File: src/rtl/lab3_mem_line_serializer.sv
// Line-to-word memory adapter: splits one cache-line request into p_words
// pipelined 32-bit word requests and gathers in-order word responses into a line.
module lab3_mem_line_serializer #(
    parameter int p_words = 4
) (
    input  logic                  clk,
    input  logic                  reset,

    input  logic                  linereq_val,
    output logic                  linereq_rdy,
    input  logic [3:0]            linereq_type,
    input  logic [31:0]           linereq_addr,
    input  logic [32*p_words-1:0] linereq_data,

    output logic                  lineresp_val,
    input  logic                  lineresp_rdy,
    output logic [3:0]            lineresp_type,
    output logic [32*p_words-1:0] lineresp_data,

    output logic                  wordreq_val,
    input  logic                  wordreq_rdy,
    output logic [3:0]            wordreq_type,
    output logic [31:0]           wordreq_addr,
    output logic [31:0]           wordreq_data,

    input  logic                  wordresp_val,
    output logic                  wordresp_rdy,
    input  logic [3:0]            wordresp_type,
    input  logic [31:0]           wordresp_data
);

    localparam int L   = 32 * p_words;
    localparam int CW  = $clog2(p_words) + 1;
    localparam int OFF = $clog2(4 * p_words);
    localparam logic [31:0]   ALIGN_MASK = ~((32'd1 << OFF) - 32'd1);
    localparam logic [CW-1:0] LAST       = CW'(p_words);

    typedef enum logic [1:0] {
        IDLE,
        BUSY,
        RESP
    } state_t;

    state_t        state_q, state_d;
    logic [CW-1:0] req_cnt_q, req_cnt_d;
    logic [CW-1:0] resp_cnt_q, resp_cnt_d;
    logic [3:0]    type_q, type_d;
    logic [31:0]   addr_q, addr_d;
    logic [L-1:0]  line_q, line_d;
    logic [L-1:0]  gather_q, gather_d;

    logic linereq_fire, lineresp_fire, wordreq_fire, wordresp_fire;
    logic unused_wordresp_type;

    always_comb unused_wordresp_type = ^wordresp_type;

    always_comb begin
        linereq_fire  = linereq_val  && linereq_rdy;
        lineresp_fire = lineresp_val && lineresp_rdy;
        wordreq_fire  = wordreq_val  && wordreq_rdy;
        wordresp_fire = wordresp_val && wordresp_rdy;
    end

    always_ff @(posedge clk or negedge reset) begin
        if (!reset) begin
            state_q    <= IDLE;
            req_cnt_q  <= '0;
            resp_cnt_q <= '0;
            type_q     <= '0;
            addr_q     <= '0;
            line_q     <= '0;
            gather_q   <= '0;
        end else begin
            state_q    <= state_d;
            req_cnt_q  <= req_cnt_d;
            resp_cnt_q <= resp_cnt_d;
            type_q     <= type_d;
            addr_q     <= addr_d;
            line_q     <= line_d;
            gather_q   <= gather_d;
        end
    end

    always_comb begin
        state_d    = state_q;
        req_cnt_d  = req_cnt_q;
        resp_cnt_d = resp_cnt_q;
        type_d     = type_q;
        addr_d     = addr_q;
        line_d     = line_q;
        gather_d   = gather_q;
        case (state_q)
            IDLE: begin
                if (linereq_fire) begin
                    type_d     = linereq_type;
                    addr_d     = linereq_addr & ALIGN_MASK;
                    line_d     = linereq_data;
                    req_cnt_d  = '0;
                    resp_cnt_d = '0;
                    gather_d   = '0;
                    state_d    = BUSY;
                end
            end
            BUSY: begin
                if (wordreq_fire) begin
                    req_cnt_d = req_cnt_q + CW'(1);
                end
                if (wordresp_fire) begin
                    resp_cnt_d = resp_cnt_q + CW'(1);
                    for (int unsigned i = 0; i < p_words; i++) begin
                        if (type_q == 4'd0 && resp_cnt_q == CW'(i)) begin
                            gather_d[32*i +: 32] = wordresp_data;
                        end
                    end
                end
                // Leave BUSY one edge after the final response has been counted.
                if (resp_cnt_q == LAST) begin
                    state_d = RESP;
                end
            end
            RESP: begin
                if (lineresp_fire) begin
                    state_d = IDLE;
                end
            end
            default: state_d = IDLE;
        endcase
    end

    always_comb begin
        linereq_rdy   = 1'b0;
        lineresp_val  = 1'b0;
        lineresp_type = '0;
        lineresp_data = '0;
        wordreq_val   = 1'b0;
        wordreq_type  = '0;
        wordreq_addr  = '0;
        wordreq_data  = '0;
        wordresp_rdy  = 1'b0;
        case (state_q)
            IDLE: linereq_rdy = reset;
            BUSY: begin
                wordreq_val  = (req_cnt_q < LAST);
                wordreq_type = type_q;
                wordreq_addr = addr_q + (32'(req_cnt_q) << 2);
                for (int unsigned i = 0; i < p_words; i++) begin
                    if (type_q != 4'd0 && req_cnt_q == CW'(i)) begin
                        wordreq_data = line_q[32*i +: 32];
                    end
                end
                wordresp_rdy = (resp_cnt_q < LAST);
            end
            RESP: begin
                lineresp_val  = 1'b1;
                lineresp_type = type_q;
                lineresp_data = gather_q;
            end
            default: ;
        endcase
    end

endmodule

File: config.mk
export PLATFORM = sky130hd
export DESIGN_NAME = lab3_mem_line_serializer
export DESIGN_NICKNAME = d
export VERILOG_FILES = /design/src/rtl/lab3_mem_line_serializer.sv
export SDC_FILE = /design/constraint.sdc
export NUM_CORES = 1
export LEC_CHECK = 0
export ABC_AREA = 0
export CORE_MARGIN = 5
export CORE_UTILIZATION = 44
export CTS_CLUSTER_DIAMETER = 120
export CTS_CLUSTER_SIZE = 12
export DETAILED_ROUTE_END_ITERATION = 8
export HOLD_SLACK_MARGIN = 0.12
export PLACE_DENSITY = 0.83
export SLEW_MARGIN = 10
export SYNTH_ARGS = -nofsm -noshare
export SYNTH_HDL_FRONTEND = slang
export SYNTH_SLANG_ARGS = --single-unit
File: constraint.sdc
create_clock -name clk -period 5.32 [get_ports clk]
set_input_delay 1.596 -clock clk [delete_from_list [all_inputs] [get_ports clk]]
set_output_delay 1.596 -clock clk [all_outputs]
set_load 0.005 [all_outputs]
---- Yosys cells after proc, flatten, opt, wreduce, memory -nomap -nowiden ----
Cells that the tools add are included.
operators by class
  $add $sub $neg .......................... 3
  multipliers ............................. 0
  div/mod/pow operators ................... 0
  order comparisons ....................... 2
  equality and inequality tests ........... 18
  shifts and indexed selects .............. 0
  mux-type cells .......................... 29
  bitwise gates (word level) .............. 0
  reduce and logical (&&, ||, !) cells .... 26
operators with widths
  cell                 count
  $mux 128             3
  $mux 32              10
  $pmux 128 s2         1
  $add 32x5->32        1
  $ne 2x2->1 const B   9
  $reduce_and 4->1     4
  $eq 3x2->1 const B   4
  $logic_and 1x1->1    12
  $pmux 3 s2           2
  $mux 3               3
  $reduce_and 3->1     3
  $mux 4               2
  $add 3x1->3 const B  2
  $eq 3x1->1 const B   2
  $logic_not 3->1      2
  $lt 3x3->1 const B   2
  $mux 2               3
  $pmux 2 s3           1
  $logic_not 4->1      1
  $mux 1               4
  $reduce_bool 4->1    1
  $eq 3x3->1 const B   1
  $eq 2x1->1 const B   1
  $eq 2x2->1 const B   1
  3 further kinds      3
word-level totals
  register bits after elaboration ......... 296
  bits in latches ......................... 0
  RAM bits ................................ 0
  memory bits (read-only) ................. 0
  input bits .............................. 206
  output and inout bits ................... 204
  logic and storage cells ................. 88
  memories ................................ 0

---- Longest topological paths before layout ----
  depth after elaboration ................. 7
  mapped depth ............................ 9
  gate-level depth less buffers ........... 6

---- Least setup slack after synthesis ----
OpenSTA, ideal clock, no wires.
  path type ............................... register to output
  from .................................... reg req_cnt_q[2]
  to ...................................... out wordreq_addr[26]
  data arrival time ....................... 2,083 ps
  data required time ...................... 3,724 ps
  path slack .............................. 1,641 ps
  stages on the path, launching flop included .. 8
  buffers on the path ..................... 1
  path through ............................ dfrtp_1 > ha_1 > ha_1 > nand3_1 > or3_1 > buf_2 > or4_1 > a21oi_1
between the ends
  cells in the longest elaborated chain, start to end .. 2
ends and longest elaborated chain
  item                    line  RTL
  from (decl)             45    logic [CW-1:0] req_cnt_q, req_cnt_d;
  from (signal assigned)  75    req_cnt_q <= req_cnt_d;
  $add 32x5->32           145   wordreq_addr = addr_q + (32'(req_cnt_q) << 2);
  $mux 32                 140   case (state_q)
  to (decl)               23    output logic [31:0] wordreq_addr,
Every way passes these cells.

---- Worst setup path in the final report ----
  from .................................... reg req_cnt_q[2]
  to ...................................... out wordreq_addr[24]
Same word-level chain as after synthesis.

==> flow_metrics.py <==
metrics = {
    "timing": {
        "setup_viol": 0,
        "slew_headroom_pct": 27.9,
        "tns_ns": 0,
        "rsz0062_at_grt": "no",
        "drv_slew": 0,
        "hold_violations": 0,
        "fmax_ghz": 0.198,
        "worst_pin_slew_ns": 1.08,
        "fin_crit_ns": 5.06,
        "skew_ns": 0.0149,
        "fin_crit_sh_pct": 95.1,
    },
    "clocking": {
        "cts.sinks": 296,
        "cts-resized-gates": 0,
        "clkLatencyLatePin_ns": 0.55,
        "cts_buffers": 28,
        "clockBufferDepth": 3,
        "root_buffer": "clkbuf_16",
        "cts_tree": "done",
        "cts_hold_buf": 0,
        "cts.clk_slew.worst_paths_ns": 0.07,
        "post_cts_buffers": 0,
        "htreeDepth": 1,
    },
    "global_route": {
        "grt.overflow.total": 0,
        "grt_pass1_vias": 12485,
        "grt_max_degree": 168,
        "grt_pass1_wl_um": 67800,
        "antenna_found_initial": 1,
        "grtUsageTotal_pct": 23.4,
    },
    "worst_setup_path": {
        "worstRegToRegCells": 6,
        "slowest_delay_ns": 0.56,
        "cpMostUsedCell": "ha_1",
        "worstPathMaxFanout": 11,
        "cp-start-kind": "register",
        "r2r_end": "gather_q[127]",
        "path_cells": "ha_1, ha_1, nand3_1, or3_1, or4_1, a21oi_1, clkdlybuf4s50_1",
        "r2r_setup_slack_ns": 2.37,
        "crit_required_ns": 3.72,
        "worstSetupPathType": "reg -> out",
        "endpoint_kind": "output port",
        "startpoint": "req_cnt_q[2]",
        "slowest_stage": "or4_1",
        "arrival_ns": 3.46,
        "rr_startpoint": "state_q[1]",
    },
    "cells_and_area": {
        "n_fill_cell": 2516,
        "fin_nets": 2045,
        "layout-drive-gt1-share_pct": 5.36,
        "areaGrowthSynthToFinish_pct": 36.6,
        "multiInputGateArea_mm2": 0.00599,
        "fin_cells": 2224,
        "layout.area.seq_mm2": 0.00741,
    },
    "place": {
        "placedCellCount": 2193,
        "portBuffers": 399,
        "gp_congestion": 0.911,
        "dp_hpwl_um": 29200,
    },
    "power_and_ir_drop": {
        "p_int_mw": 5.56,
        "p_sw_share_pct": 36.8,
        "power_frac_seq_pct": 41.0,
        "peakVddDrop_mv": 0.305,
        "finalPower_mw": 8.80,
        "leakage_nw": 8.66,
        "p_comb_share_pct": 38.5,
        "switching_power_mw": 3.24,
        "powerDensity_mw_per_mm2": 466,
        "clkPwrFrac_pct": 20.5,
    },
    "worst_hold_path": {
        "min_from": "line_q[79]",
        "worstHoldPathCells": 2,
        "hold_end": "line_q[79]",
        "min_path_type": "reg -> reg",
    },
    "drt": {
        "top_layer_used": "met4",
        "met1_length_um": 17000,
        "route.met2.wl_um": 19500,
        "viasPerCell": 5.49,
        "ant_nets": 0,
        "drc": 0,
        "wl_um": 42700,
        "routedWlPerCell_um": 19.2,
        "drt_iter0_markers": 907,
        "dr_wl_met3_um": 4570,
        "drt-pass1-iter-count": 5,
        "vias": 12202,
    },
    "floorplan": {
        "die-area_mm2": 0.0351,
        "die_w_um": 187,
        "fp.dieH_um": 187,
        "initial_core_util_pct": 44.8,
        "coreArea_mm2": 0.0308,
        "io_pins": 410,
        "rows": 64,
    },
    "run": {
        "maxCapViolations": 0,
    },
    "logic_synthesis": {
        "synthFlopType": "dfrtp_1",
        "ys_ff_latch": 296,
        "syn_area_per_cell_um2": 9.28,
        "ys_seq_area_share_pct": 53.6,
        "yosysWarnings": 0,
        "netlist_area_mm2": 0.0138,
        "synth_cells": 1490,
        "synth_edf_count": 0,
        "yosysUniqueCellTypes": 46,
        "asyncSetResetFlopFracSynth_pct": 100,
    },
    "run_status": {
        "outcome": "complete, no violations",
    },
}
per-layer routing:
metal	vias up	global-route usage (%)
met5	-	0
met4	0	8.70
met3	92	7.00
met2	657	37.7
met1	5835	30.2
li1	5618	-
stage by stage:
stage / setup WS (ns) / hold WS (ns) / utilization [%] / cell area, µm²
global placement: 0.917 / 0.452 / 58.8 / 18100
finish: 0.262 / 0.468 / 61.2 / 18900
floorplan: 1.64 / 0.440 / - / 13800
detailed placement: 0.885 / 0.458 / 58.8 / 18100
CTS: 0.244 / 0.472 / 61.2 / 18900
global route: 0.0816 / 0.491 / 61.2 / 18900
how the worst max path moves through the flow:
stage	endpoint	slack, ns	depth (start not counted)
CTS	wordreq_addr[24]	0.24	7
detailed placement	wordreq_addr[24]	0.88	7
floorplan	wordreq_addr[26]	1.64	7
global placement	wordreq_addr[24]	0.92	7
finish	wordreq_addr[24]	0.26	7
global route	wordreq_addr[24]	0.08	7
power by group through the flow:
| stage | combinational (mW) | clock (mW) | sequential, mW |
|---|---|---|---|
| after floorplan | 2.01 | 0 | 3.42 |
| after global placement | 3.27 | 0 | 3.57 |
| after detailed placement | 3.36 | 0 | 3.62 |
| after CTS | 3.40 | 1.85 | 3.59 |
| after global routing | 3.72 | 1.92 | 3.71 |
| final | 3.39 | 1.80 | 3.60 |
area by class of cell:
type | instances | share of cell area (%)
clock buffers | 29 | 3.84
clock inverters | 1 | 0.159
diodes | 1 | 0.0133
repair buffers | 420 | 22.2
well taps | 396 | 2.62
flip-flops and latches | 296 | 39.2
inverters | 9 | 0.179
multi-input cells | 1072 | 31.7
cell usage after synthesis (all sizes together) (3+ instances only):
cell    count  share of area [%]
nand2     522                 14
dfrtp     296                 54
and2      173                7.8
clkbuf     98                2.7
a22o       96                6.1
o21ai      79                2.9
mux2       33                2.7
a221o      31                2.2
a21oi      18               0.65
buf        16               0.63
nor2       15               0.41
or4        13               0.74
ha         12                1.1
nand3      12               0.43
inv         9               0.24
or3         9               0.41
o31ai       8               0.43
xnor2       8               0.51
nand4       7               0.47
and3        6               0.27
nor2b       4               0.18
nand2b      3               0.14
nor3        3               0.11
layout by cell type (no fill, tap or decap), types with 2 or more instances in the layout:
cell	count
o21ai_0	75
nand4_1	5
or4_1	11
a22o_1	96
nor3_1	3
and2_1	173
inv_1	9
ha_1	12
nor2b_2	2
and4_1	2
nor2_1	14
buf_4	18
o21ai_2	3
clkbuf_16	29
xor2_1	2
mux2_2	33
nor3b_1	2
buf_12	3
nor4_1	2
or3_1	9
dfrtp_1	296
nand3_1	12
and3_1	6
a21oi_1	18
xnor2_1	8
nand2_1	522
conb_1	2
nand2b_1	3
clkdlybuf4s50_1	398
a221o_1	31
o31ai_1	8
kinds of logic after synthesis:
kind of cell               after synthesis  share of synthesized area [%]
buffers and inverters                  123                           3.55
other                                    1                         0.0271
AOI/OAI and AO/OA                      237                           12.6
adders and majority gates               12                           1.09
and+or+nand+nor                        778                           25.8
muxes                                   33                           2.69
xor gates and xnor gates                10                          0.634
DFF                                    296                           53.6
registers in the layout, summed over array words and instances (netlist names):
signal / count
gather_q: 128
type_q: 4
resp_cnt_q: 3
line_q: 128
addr_q: 28
state_q: 2
req_cnt_q: 3
worst max-delay path: cells and delay by family (launching register included):
| family | cells | cell delay, ns |
|---|---|---|
| AOI/OAI and AO/OA | 1 | 0.18 |
| adders and majority gates | 2 | 0.49 |
| buffers and inverters | 1 | 0.55 |
| and+or+nand+nor | 3 | 1.28 |
| DFF | 1 | 0.42 |
No activity file was read; power rests on OpenSTA's default activity.
